===== config.mk =====
export PLATFORM = sky130hd
export DESIGN_NAME = alu_exec_unit
export DESIGN_NICKNAME = d
export VERILOG_FILES = /design/src/rtl/alu_exec_unit.sv
export SDC_FILE = /design/constraint.sdc
export NUM_CORES = 1
export LEC_CHECK = 0
export ABC_CLOCK_PERIOD_IN_PS = 3760
export BUFFER_PORTS_ARGS = -buffer_cell sky130_fd_sc_hd__buf_2
export CORE_MARGIN = 4
export CORE_UTILIZATION = 32
export DETAILED_ROUTE_END_ITERATION = 10
export REMOVE_ABC_BUFFERS = 1
export SLEW_MARGIN = 5
export SYNTH_ARGS = -nofsm -noshare
export SYNTH_HDL_FRONTEND = slang
export SYNTH_SLANG_ARGS = --single-unit

===== constraint.sdc =====
create_clock -name clk -period 3.76 [get_ports clk]
set_clock_uncertainty 0.15 [all_clocks]
set_input_delay 0.188 -clock clk [delete_from_list [all_inputs] [get_ports clk]]
set_output_delay 0.188 -clock clk [all_outputs]
set_load 0.02 [all_outputs]

===== src/rtl/alu_exec_unit.sv =====
// Execute-stage ALU with a valid/ready input, a registered output stage and a
// one-entry skid buffer so one op per cycle is sustained under backpressure.
module alu_exec_unit #(
    parameter int WIDTH = 32
) (
    input  logic             clk,
    input  logic             rst,
    input  logic             in_valid,
    output logic             in_ready,
    input  logic [2:0]       alu_ctrl,
    input  logic [WIDTH-1:0] src_a,
    input  logic [WIDTH-1:0] src_b,
    output logic             out_valid,
    input  logic             out_ready,
    output logic [WIDTH-1:0] result,
    output logic             zero,
    output logic             illegal,
    output logic [1:0]       occupancy
);

    // Handshake: a transfer happens on a rising edge where valid and ready are
    // both high; a producer holds valid and its payload stable until accepted.
    localparam logic [2:0] OP_ADD = 3'b000;
    localparam logic [2:0] OP_SUB = 3'b001;
    localparam logic [2:0] OP_AND = 3'b010;
    localparam logic [2:0] OP_OR  = 3'b011;
    localparam logic [2:0] OP_SLT = 3'b101;

    logic             skid_valid;
    logic [WIDTH-1:0] skid_result;
    logic             skid_zero;
    logic             skid_illegal;

    logic [WIDTH-1:0] op_result;
    logic             op_illegal;
    logic             op_zero;
    logic             accept;
    logic             deliver;

    always_comb begin
        op_result  = '0;
        op_illegal = 1'b0;
        case (alu_ctrl)
            OP_ADD:  op_result = src_a + src_b;
            OP_SUB:  op_result = src_a - src_b;
            OP_AND:  op_result = src_a & src_b;
            OP_OR:   op_result = src_a | src_b;
            OP_SLT:  op_result = {{(WIDTH-1){1'b0}}, ($signed(src_a) < $signed(src_b))};
            default: op_illegal = 1'b1;
        endcase
        op_zero = (op_result == '0);
    end

    // in_ready depends only on the skid register (and reset), never on out_ready.
    assign in_ready  = ~skid_valid & ~rst;
    assign accept    = in_valid & in_ready;
    assign deliver   = out_valid & out_ready;
    assign occupancy = {1'b0, out_valid} + {1'b0, skid_valid};

    always_ff @(posedge clk) begin
        if (rst) begin
            out_valid    <= 1'b0;
            result       <= '0;
            zero         <= 1'b0;
            illegal      <= 1'b0;
            skid_valid   <= 1'b0;
            skid_result  <= '0;
            skid_zero    <= 1'b0;
            skid_illegal <= 1'b0;
        end else if (skid_valid && deliver) begin
            // accept is impossible here because in_ready was low
            out_valid  <= 1'b1;
            result     <= skid_result;
            zero       <= skid_zero;
            illegal    <= skid_illegal;
            skid_valid <= 1'b0;
        end else if (accept && (!out_valid || out_ready)) begin
            out_valid <= 1'b1;
            result    <= op_result;
            zero      <= op_zero;
            illegal   <= op_illegal;
        end else if (accept) begin
            skid_valid   <= 1'b1;
            skid_result  <= op_result;
            skid_zero    <= op_zero;
            skid_illegal <= op_illegal;
        end else if (deliver) begin
            out_valid <= 1'b0;
        end
    end

endmodule

==> results.ini, run 1 <==
[routing]
finalWirelength_um = 33070
post_drt_wl_per_cell_um = 18.02
ant_nets = 0
vias = 10180
drc = 0
drt_iter0_markers = 811
first_pass_iters = 5
via_per_inst = 5.547

[floorplan]
die_h_um = 171.5
die_w_um = 171.5
dieArea_mm2 = 0.02941
coreArea_mm2 = 0.02621
io_pins = 109
initial_core_util = 0.3264
num_rows = 59

[setup_path]
r2r-end = skid_result[25]$_SDFFE_PP0P_
cp-end-kind = flip-flop
cpMaxStageDelayCell = a311o_1
path_max_fanout = 4
crit_chain = buf_2 > ha_1 > fa_1 > a21o_1 > a311o_1 > buf_4 > a211o_1 > a221o_1 > a221o_1 > a22oi_2 > o2111ai_1 > nor4_2 > nand4b_1 > a211oi_2
cp_num_buf_inv = 2
ff2ff_path_depth = 5
path_common_cell = a221o_1
path_class = primary input to flip-flop
worst-endpoint-arrival_ns = 3.71
crit_path_start = src_a[0]
path_delay_family = compound AO/OA/AOI/OAI gates
critPathMaxStageDelay_ns = 0.43
crit_path_start_kind = primary input
cp_data_required_time_ns = 3.86
cp.depth = 14
r2r_slack_ns = 1.74
critPathCapture = zero$_SDFFE_PP0P_
r2r_start = skid_valid$_SDFFE_PP0P_

[logic_synthesis]
synth_area_leader_cell = dfxtp_1
synthesis.instances = 1268
yosysWarnings = 0
synthTopCellsByArea = dfxtp_1, ha_1, nor2_1
synth_common_cells = nor2_1, a21oi_1, nand2_1
netlist_area_mm2 = 0.008553
synth_edf_count = 0
yosysMostFrequentCell = nor2_1
yosysSeqAreaShare = 0.1638
synth-seq-cells = 70
synth_top_area_frac = 0.1638
synth_ff_type = dfxtp_1
async_reset_ff_frac = 0
syn_avg_cell_area_um2 = 6.745
synth.distinct_cells = 82

[flow_run]
drv_cap = 0

[min_path]
worstHoldPathType = primary input to flip-flop

[timing]
final.period_utilization = 0.9606
worstMarginPinSlew_ns = 0.9962
fin_ws_ns = 0.1480
slew_viol_final = 0
layout_min_cycle_time_ns = 3.612
hold_viol = 0
rsz0062_at_grt = no
slew_headroom = 0.3359
finalSetupViolations = 0
timing.fmax_mhz = 276.9

[global_route]
grt.total_usage = 0.2209
grt_overflow = 0
grt_pass1_wl_um = 52710
grt_max_degree = 51
antenna_found_initial = 1
grt_pass1_vias = 9896

[cts]
htreeDepth = 3
numCtsBuffers = 9
cts-hold-fix-buffers = 0
cts_buffer_depth = 2
insertion_delay_ns = 0.33
cts_tree = yes
clkTransAtPathRegs_ns = 0.06
cts_num_sinks = 70
clockRootBuffer = clkbuf_16

[layout]
antenna_cells = 0
fillers = 2819
drive_gt1_frac = 0.2333
areaGrowthSynthToFinish_pct = 28.32
final_nets = 1665
fin_util = 0.4188

[power]
p_seq_frac = 0.262
switchingPower_uw = 1211
power_density_mw_per_mm2 = 275.7
switching_share = 0.4003
p_clk_frac = 0.273
pwr-share-comb = 0.466
p_int_uw = 1815
ir_drop_v = 0.0002220
power.static_leakage_uw = 0.005035

[place]
port-buffer-count = 108
preCtsSetupSlack_ns = -0.2704
place_congestion = 0.9886
hpwl_um = 26770

[run_status]
outcome = finished, final reports clean

==> layer usage <==
metal	track usage	wire, µm	vias up
li1	-	-	5001
met1	0.3005	15160	4761
met2	0.3530	14740	329
met3	0.03379	1817	85
met4	0.08371	1334	2
met5	0	7	-
==> metrics by stage <==
stage	hold slack [ns]	TNS (ns)	area [µm²]	power (µW)	std cells
final	0.04880	0	10980	3026	1835
after global placement	0.2872	-0.3449	10620	2171	1818
after CTS	0.04632	0	10910	3009	1834
after detailed placement	0.2975	-0.5984	10620	2179	1818
after global routing	0.07596	0	10980	3218	1835
after floorplan	0.1026	0	8232	1552	1190
==> timing repair <==
action                     CTS  global route
resized for setup            0            10
setup buffers                0             1
setup endpoints to repair    0             3
==> worst min path at each step <==
| stage | to | depth (start not counted) | start | slack, ns |
|---|---|---|---|---|
| after global routing | out_valid$_SDFFE_PP0P_ | 3 | in_valid | 0.08 |
| final | out_valid$_SDFFE_PP0P_ | 3 | in_valid | 0.05 |
| after global placement | result[30]$_SDFFE_PP0P_ | 2 | result[30]$_SDFFE_PP0P_ | 0.29 |
| after floorplan | zero$_SDFFE_PP0P_ | 1 | rst | 0.10 |
| after CTS | out_valid$_SDFFE_PP0P_ | 3 | in_valid | 0.05 |
| after detailed placement | result[29]$_SDFFE_PP0P_ | 2 | result[29]$_SDFFE_PP0P_ | 0.30 |
==> layout by cell type, fill, tap and decap left out, types with 9 or more instances in the layout <==
master / count
nand4_1: 13
o31ai_1: 18
nand2b_1: 10
nor2b_1: 15
nand3_1: 19
and3_1: 12
or3_1: 19
dfxtp_1: 70
a311oi_1: 9
clkbuf_16: 9
nand2_1: 111
buf_2: 108
o21a_1: 10
o21ai_0: 65
o211ai_1: 27
nor3_1: 51
buf_4: 184
nor4_1: 14
ha_1: 97
inv_1: 104
nor2_1: 194
a21o_1: 10
a211oi_1: 29
a21oi_1: 122
mux2i_1: 12
==> kinds of logic (layout without fill, tap and decap cells) <==
logic type,after synthesis,count (layout),share of synthesized area
DFF,70,70,0.1638
and+or+nand+nor,495,495,0.2696
xor gates and xnor gates,5,5,0.005120
adders and majority gates,99,99,0.1466
AOI/OAI and AO/OA,399,399,0.3114
buffers and inverters,184,416,0.08411
muxes,16,16,0.01931
==> power by group through the flow <==
stage | Clock (µW) | Combinational [µW] | Sequential [µW]
global route | 882 | 1540 | 795
floorplan | 0 | 720 | 833
CTS | 839 | 1380 | 792
finish | 825 | 1410 | 792
global placement | 0 | 1360 | 807
detailed placement | 0 | 1370 | 808
==> state kept, by name, indices dropped and copies added (netlist names) <==
| register | flops |
|---|---|
| skid_illegal | 1 |
| out_valid | 1 |
| illegal | 1 |
| skid_valid | 1 |
| result | 32 |
| skid_result | 32 |
| zero | 1 |
| skid_zero | 1 |
==> area by class of cell <==
type | instances | area (µm²) | area share
tap | 335 | 419.2 | 0.03819
inverter | 106 | 397.9 | 0.03625
sequential | 70 | 1401 | 0.1277
clock buffer | 9 | 225.2 | 0.02052
timing repair buffer | 294 | 1962 | 0.1788
clock inverter | 7 | 65.06 | 0.005928
multi-input combinational | 1014 | 6505 | 0.5927
==> worst register-to-register path, delay by kind of cell, from the launching register on <==
family | cells | cell delay [ns]
DFF | 1 | 0.44
and+or+nand+nor | 4 | 1.14
AOI/OAI and AO/OA | 1 | 0.15
Note: power is estimated with default switching activity, not from simulation.
==> run 2, diff against run 1 <==
--- a/config.mk
+++ b/config.mk
@@ -10,7 +10,6 @@
 export CORE_MARGIN = 4
 export CORE_UTILIZATION = 32
 export DETAILED_ROUTE_END_ITERATION = 10
-export REMOVE_ABC_BUFFERS = 1
 export SLEW_MARGIN = 5
 export SYNTH_ARGS = -nofsm -noshare
 export SYNTH_HDL_FRONTEND = slang
==> results.ini, run 2 (same netlist as run 1, synthesis figures left out) <==
[run_status]
outcome = finished, final reports clean  ; unchanged

[min_path]
hp-start = in_valid  ; unchanged
worstHoldPathType = primary input to flip-flop  ; unchanged

[cts]
cts_tree = yes  ; unchanged
insertion_delay_ns = 0.33  ; about the same
clkTransAtPathRegs_ns = 0.06  ; about the same
htreeDepth = 3  ; unchanged
clockRootBuffer = clkbuf_16  ; unchanged
cts_num_sinks = 70  ; unchanged
cts_setup_buffers = 0  ; unchanged
cts-hold-fix-buffers = 0  ; unchanged
ctsResizeCount = 0  ; unchanged
numCtsBuffers = 9  ; unchanged
cts_buffer_depth = 2  ; unchanged

[place]
port-buffer-count = 108  ; unchanged
post-place-cells = 1800  ; was 1,818
place_congestion = 0.9675  ; was 0.9886
hpwl_um = 26250  ; was 26,770 µm

[floorplan]
initial_core_util = 0.3264  ; unchanged
coreArea_mm2 = 0.02621  ; unchanged
num_rows = 59  ; unchanged
dieArea_mm2 = 0.02941  ; unchanged
die_w_um = 171.5  ; unchanged
die_h_um = 171.5  ; unchanged
io_pins = 109  ; unchanged

[layout]
fin_cells = 1816  ; was 1,835
largestRegisters = result (32), skid_result (32)  ; unchanged
final_common_cell = nor2_1  ; unchanged
areaGrowthSynthToFinish_pct = 26.59  ; was 28.32%
final_cell_mix = nor2_1, buf_4, a21oi_1  ; unchanged
drive_gt1_frac = 0.2196  ; was 0.2333
final_nets = 1646  ; was 1,665

[flow_run]
drv_cap = 0  ; unchanged

[timing]
layout_min_cycle_time_ns = 3.582  ; was 3.612 ns
timing.fmax_mhz = 279.2  ; was 276.9 MHz
rsz0062_at_grt = no  ; unchanged
finalSetupTns_ns = 0  ; unchanged
final.period_utilization = 0.9526  ; was 0.9606
worstMarginPinSlew_ns = 1.084  ; was 0.9962 ns
finalSetupViolations = 0  ; unchanged
slew_headroom = 0.2754  ; was 0.3359
slew_viol_final = 0  ; unchanged
hold_viol = 0  ; unchanged

[routing]
first_pass_iters = 6  ; was 5
drc = 0  ; unchanged
ant_nets = 0  ; unchanged
drt_iter0_markers = 826  ; was 811
vias = 10010  ; was 10,180
via_per_inst = 5.514  ; was 5.547
finalWirelength_um = 32170  ; was 33,070 µm
post_drt_wl_per_cell_um = 17.71  ; was 18.02 µm

[global_route]
grt_pass1_wl_um = 50120  ; was 52,710 µm
grt_max_degree = 74  ; was 51
grt_overflow = 0  ; unchanged
grt_pass1_vias = 9189  ; was 9,896
antenna_found_initial = 1  ; unchanged
grt.total_usage = 0.2124  ; was 0.2209

[power]
power_density_mw_per_mm2 = 285.6  ; was 275.7 mW/mm²
power_uw = 3092  ; was 3026 µW
ir_drop_v = 0.0001799  ; was 0.0002220 V
power.static_leakage_uw = 0.004971  ; was 0.005035 µW

[setup_path]
crit_path_start = src_b[0]  ; was src_a[0]
path_class = primary input to flip-flop  ; unchanged
r2r_start = skid_valid$_SDFFE_PP0P_  ; unchanged
worst-endpoint-arrival_ns = 3.69  ; was 3.71 ns
cp-end-kind = flip-flop  ; unchanged
path_max_fanout = 4  ; unchanged
crit_path_start_kind = primary input  ; unchanged
cp_data_required_time_ns = 3.86  ; about the same

[logic_synthesis]
syn-num-nets = 1438

## run 2: cell count changes in the layout (fill, tap and decap cells not counted), sizes merged
| cell | delta |
|---|---|
| buf | -19 |
| clkbuf | +2 |
| diode | +1 |
| inv | -5 |
| clkinvlp | -1 |
| bufinv | +2 |
| clkinv | +1 |
## run 2: per-layer routing
metal | wire, µm | GRT usage | vias up
li1 | - | - | 4956
met1 | 15060 | 0.3114 | 4621
met2 | 13990 | 0.3294 | 395
met3 | 2561 | 0.03034 | 39
met4 | 553 | 0.04788 | 2
met5 | 7 | 0 | -
## run 2: cell type report
| class | count | area (µm²) |
|---|---|---|
| Antenna cell | 1 | 2.502 |
| Inverter | 106 | 397.9 |
| Timing Repair Buffer | 275 | 1819 |
| Tap cell | 335 | 419.2 |
| Fill cell | 2782 | 15380 |
| Multi-Input combinational cell | 1014 | 6465 |
| Sequential cell | 70 | 1401 |
| Clock buffer | 11 | 252.7 |
| Clock inverter | 4 | 70.07 |
## run 2: report_power, final
group          internal [µW]  leakage [µW]  switching [µW]  total, µW
combinational            558       0.00424             825       1380
clock                    610      0.000161             306        917
sequential               774      0.000569            18.3        792
total                   1940       0.00497            1150       3090
## run 2: worst paths after layout
check	end	slack, ns	cells past startpoint
setup / recovery	zero$_SDFFE_PP0P_	0.18	14
hold / removal	out_valid$_SDFFE_PP0P_	0.07	3
setup reg to reg	result[23]$_SDFFE_PP0P_	1.47	5
hold reg to reg	result[29]$_SDFFE_PP0P_	0.30	2
## run 2: metrics by stage
step	area [µm²]	setup WS, ns	hold slack [ns]	util
6_report	10830	0.1781	0.06757	0.4132
5_1_grt	10830	0.003866	0.06352	0.4131
4_1_cts	10800	0.1741	0.04818	0.4122
3_5_place_dp	10480	-0.1392	0.2972	0.3999
3_3_place_gp	10480	-0.09142	0.2851	0.3999
2_1_floorplan	8553	0.3104	0.2292	-
## run 2: worst max-delay path, cell delays in order
cell and delay, ns:
buf_2 0.12, ha_1 0.20, fa_1 0.41, a21o_1 0.20
a311o_1 0.42, buf_4 0.16, a211o_1 0.29, a221o_1 0.38
a221o_1 0.31, a22oi_1 0.26, o2111ai_1 0.21, nor4_4 0.20
nand4b_1 0.15, a211oi_2 0.18
==> run 3, diff against run 2 <==
--- a/config.mk
+++ b/config.mk
@@ -5,8 +5,10 @@
 export SDC_FILE = /design/constraint.sdc
 export NUM_CORES = 1
 export LEC_CHECK = 0
-export ABC_CLOCK_PERIOD_IN_PS = 3760
+export ABC_AREA = 0
+export ABC_CLOCK_PERIOD_IN_PS = 3520
 export BUFFER_PORTS_ARGS = -buffer_cell sky130_fd_sc_hd__buf_2
+export CAP_MARGIN = 20
 export CORE_MARGIN = 4
 export CORE_UTILIZATION = 32
 export DETAILED_ROUTE_END_ITERATION = 10
==> constraint.sdc (replaced) <==
create_clock -name clk -period 3.52 [get_ports clk]
set_clock_uncertainty 0.15 [all_clocks]
set_input_delay 0.176 -clock clk [delete_from_list [all_inputs] [get_ports clk]]
set_output_delay 0.176 -clock clk [all_outputs]
set_load 0.02 [all_outputs]
==> results.ini, run 3 (same netlist as run 1, synthesis figures left out) <==
[global_route]
grt.total_usage = 0.2240  ; was 0.2124
grt_pass1_wl_um = 53050  ; was 50,120 µm
grt_overflow = 0  ; unchanged
grt_pass1_vias = 9653  ; was 9,189
grt_max_degree = 74  ; unchanged
antenna_found_initial = 0  ; was 1

[power]
switching_share = 0.3856  ; was 0.3719
power_uw = 3290  ; was 3092 µW
p_seq_frac = 0.257  ; was 0.256
power_density_mw_per_mm2 = 282.9  ; was 285.6 mW/mm²
switchingPower_uw = 1269  ; was 1150 µW
p_int_uw = 2022  ; was 1942 µW
p_clk_frac = 0.244  ; was 0.296
ir_drop_v = 0.0002471  ; was 0.0001799 V
power.static_leakage_uw = 0.005458  ; was 0.004971 µW
pwr-share-comb = 0.499  ; was 0.447

[layout]
areaGrowthSynthToFinish_pct = 36.00  ; was 26.59%
final_nets = 1749  ; was 1,646
fin_cells = 1920  ; was 1,816
final_common_cell = buf_4  ; was nor2_1
final_cell_mix = buf_4, nor2_1, a21oi_1  ; was nor2_1, buf_4, a21oi_1
fillers = 2748  ; was 2,782
drive_gt1_frac = 0.2803  ; was 0.2196
largestRegisters = result (32), skid_result (32)  ; unchanged

[cts]
cts_num_sinks = 70  ; unchanged
numCtsBuffers = 9  ; unchanged
cts-hold-fix-buffers = 0  ; unchanged
cts_tree = yes  ; unchanged
insertion_delay_ns = 0.33  ; about the same
cts_buffer_depth = 2  ; unchanged
clockRootBuffer = clkbuf_16  ; unchanged
htreeDepth = 3  ; unchanged
clkTransAtPathRegs_ns = 0.05  ; was 0.06 ns

[routing]
post_drt_wl_per_cell_um = 17.80  ; was 17.71 µm
drc = 0  ; unchanged
ant_nets = 0  ; unchanged
drt_iter0_markers = 1001  ; was 826
via_per_inst = 5.474  ; was 5.514
vias = 10510  ; was 10,010
first_pass_iters = 6  ; unchanged
finalWirelength_um = 34170  ; was 32,170 µm

[timing]
timing.fmax_mhz = 287.0
hold_viol = 0  ; unchanged
rsz0062_at_grt = yes  ; was no
fin_ws_ns = 0.03549  ; was 0.1781 ns
slew_headroom = 0.3885  ; was 0.2754
finalSetupViolations = 0  ; unchanged
layout_min_cycle_time_ns = 3.485
worstMarginPinSlew_ns = 0.9150  ; was 1.084 ns
final.period_utilization = 0.9899
worst_hold_slack_ns = 0.05448  ; was 0.06757 ns
slew_viol_final = 0  ; unchanged

[floorplan]
die_h_um = 171.5  ; unchanged
initial_core_util = 0.3264  ; unchanged
num_rows = 59  ; unchanged
io_pins = 109  ; unchanged
die_w_um = 171.5  ; unchanged
dieArea_mm2 = 0.02941  ; unchanged
coreArea_mm2 = 0.02621  ; unchanged

[flow_run]
drv_cap = 0  ; unchanged

[run_status]
outcome = finished, final reports clean  ; unchanged

[place]
place_congestion = 0.9825  ; was 0.9675
post-place-cells = 1901  ; was 1,800
port-buffer-count = 108  ; unchanged
hpwl_um = 28140  ; was 26,250 µm
preCtsSetupSlack_ns = -0.4137  ; was -0.1392 ns

[logic_synthesis]
syn-num-nets = 1438  ; unchanged

[setup_path]
r2r_start = skid_valid$_SDFFE_PP0P_  ; unchanged
cp-end-kind = flip-flop  ; unchanged
path_max_fanout = 4  ; unchanged
crit_path_start_kind = primary input  ; unchanged
worst-endpoint-arrival_ns = 3.58  ; was 3.69 ns
crit_path_start = src_a[0]  ; was src_b[0]
path_class = primary input to flip-flop  ; unchanged
cp_data_required_time_ns = 3.62  ; was 3.86 ns

[min_path]
hp-start = in_valid  ; unchanged
worstHoldPathType = primary input to flip-flop  ; unchanged

[run 3: cell types whose count changed in the layout (fill, tap and decap cells not counted), sizes merged]
| cell | previous run | this run |
|---|---|---|
| buf | 275 | 378 |
| bufinv | 2 | 0 |
| clkinv | 2 | 5 |
[run 3: worst max-delay path, stage by stage]
cell and delay (ns):
buf_2 0.11, ha_2 0.19, fa_2 0.34, a21o_1 0.18, a311o_1 0.41, buf_4 0.16, a211o_1 0.31, a221o_1 0.37
a221o_1 0.33, a22oi_2 0.21, o2111ai_1 0.15, nor4_2 0.30, nand4b_1 0.15, a211oi_2 0.19
[run 3: what timing repair did]
item	4_1_cts	5_1_grt
setup buffers	1	1
cloned	0	0
resized for setup	1	22
pin swaps	5	9
setup endpoints to repair	1	7
[run 3: worst paths after layout]
| kind | slack (ns) | to | cells past startpoint |
|---|---|---|---|
| setup reg to reg | 1.24 | result[22]$_SDFFE_PP0P_ | 7 |
| hold reg to reg | 0.30 | result[19]$_SDFFE_PP0P_ | 2 |
| setup / recovery | 0.04 | zero$_SDFFE_PP0P_ | 14 |
| hold / removal | 0.05 | out_valid$_SDFFE_PP0P_ | 3 |
[run 3: layout make-up]
type                       instances  area [µm²]  area share
multi-input combinational       1014        6551      0.5632
timing repair buffer             378        2592      0.2229
sequential                        70        1401      0.1205
tap                              335       419.2     0.03603
inverter                         106       397.9     0.03420
clock buffer                      11       242.7     0.02087
clock inverter                     5       25.02    0.002151
antenna                            1       2.502   0.0002151
[run 3: metrics by stage]
stage                       util  setup TNS, ns  area (µm²)
final                     0.4439              0       11630
after global routing      0.4438        -0.1128       11630
after CTS                 0.4395              0       11520
after detailed placement  0.4288         -1.828       11240
after global placement    0.4288         -1.255       11240
after floorplan                -              0        8553
[run 3: power by group through the flow]
stage | sequential, µW | clock (µW) | combinational (µW)
3_5_place_dp | 862 | 0 | 1580
2_1_floorplan | 889 | 0 | 811
3_3_place_gp | 861 | 0 | 1580
5_1_grt | 849 | 851 | 1780
4_1_cts | 845 | 821 | 1600
6_report | 845 | 804 | 1640
[run 3: metal layers]
metal  vias to the layer above  global-route usage  part of all wire
met5                         -                   0                 0
met4                         0             0.05684             0.023
met3                        60             0.04114             0.083
met2                       423              0.3419              0.43
met1                      4862              0.3251              0.46
li1                       5165                   -                 -
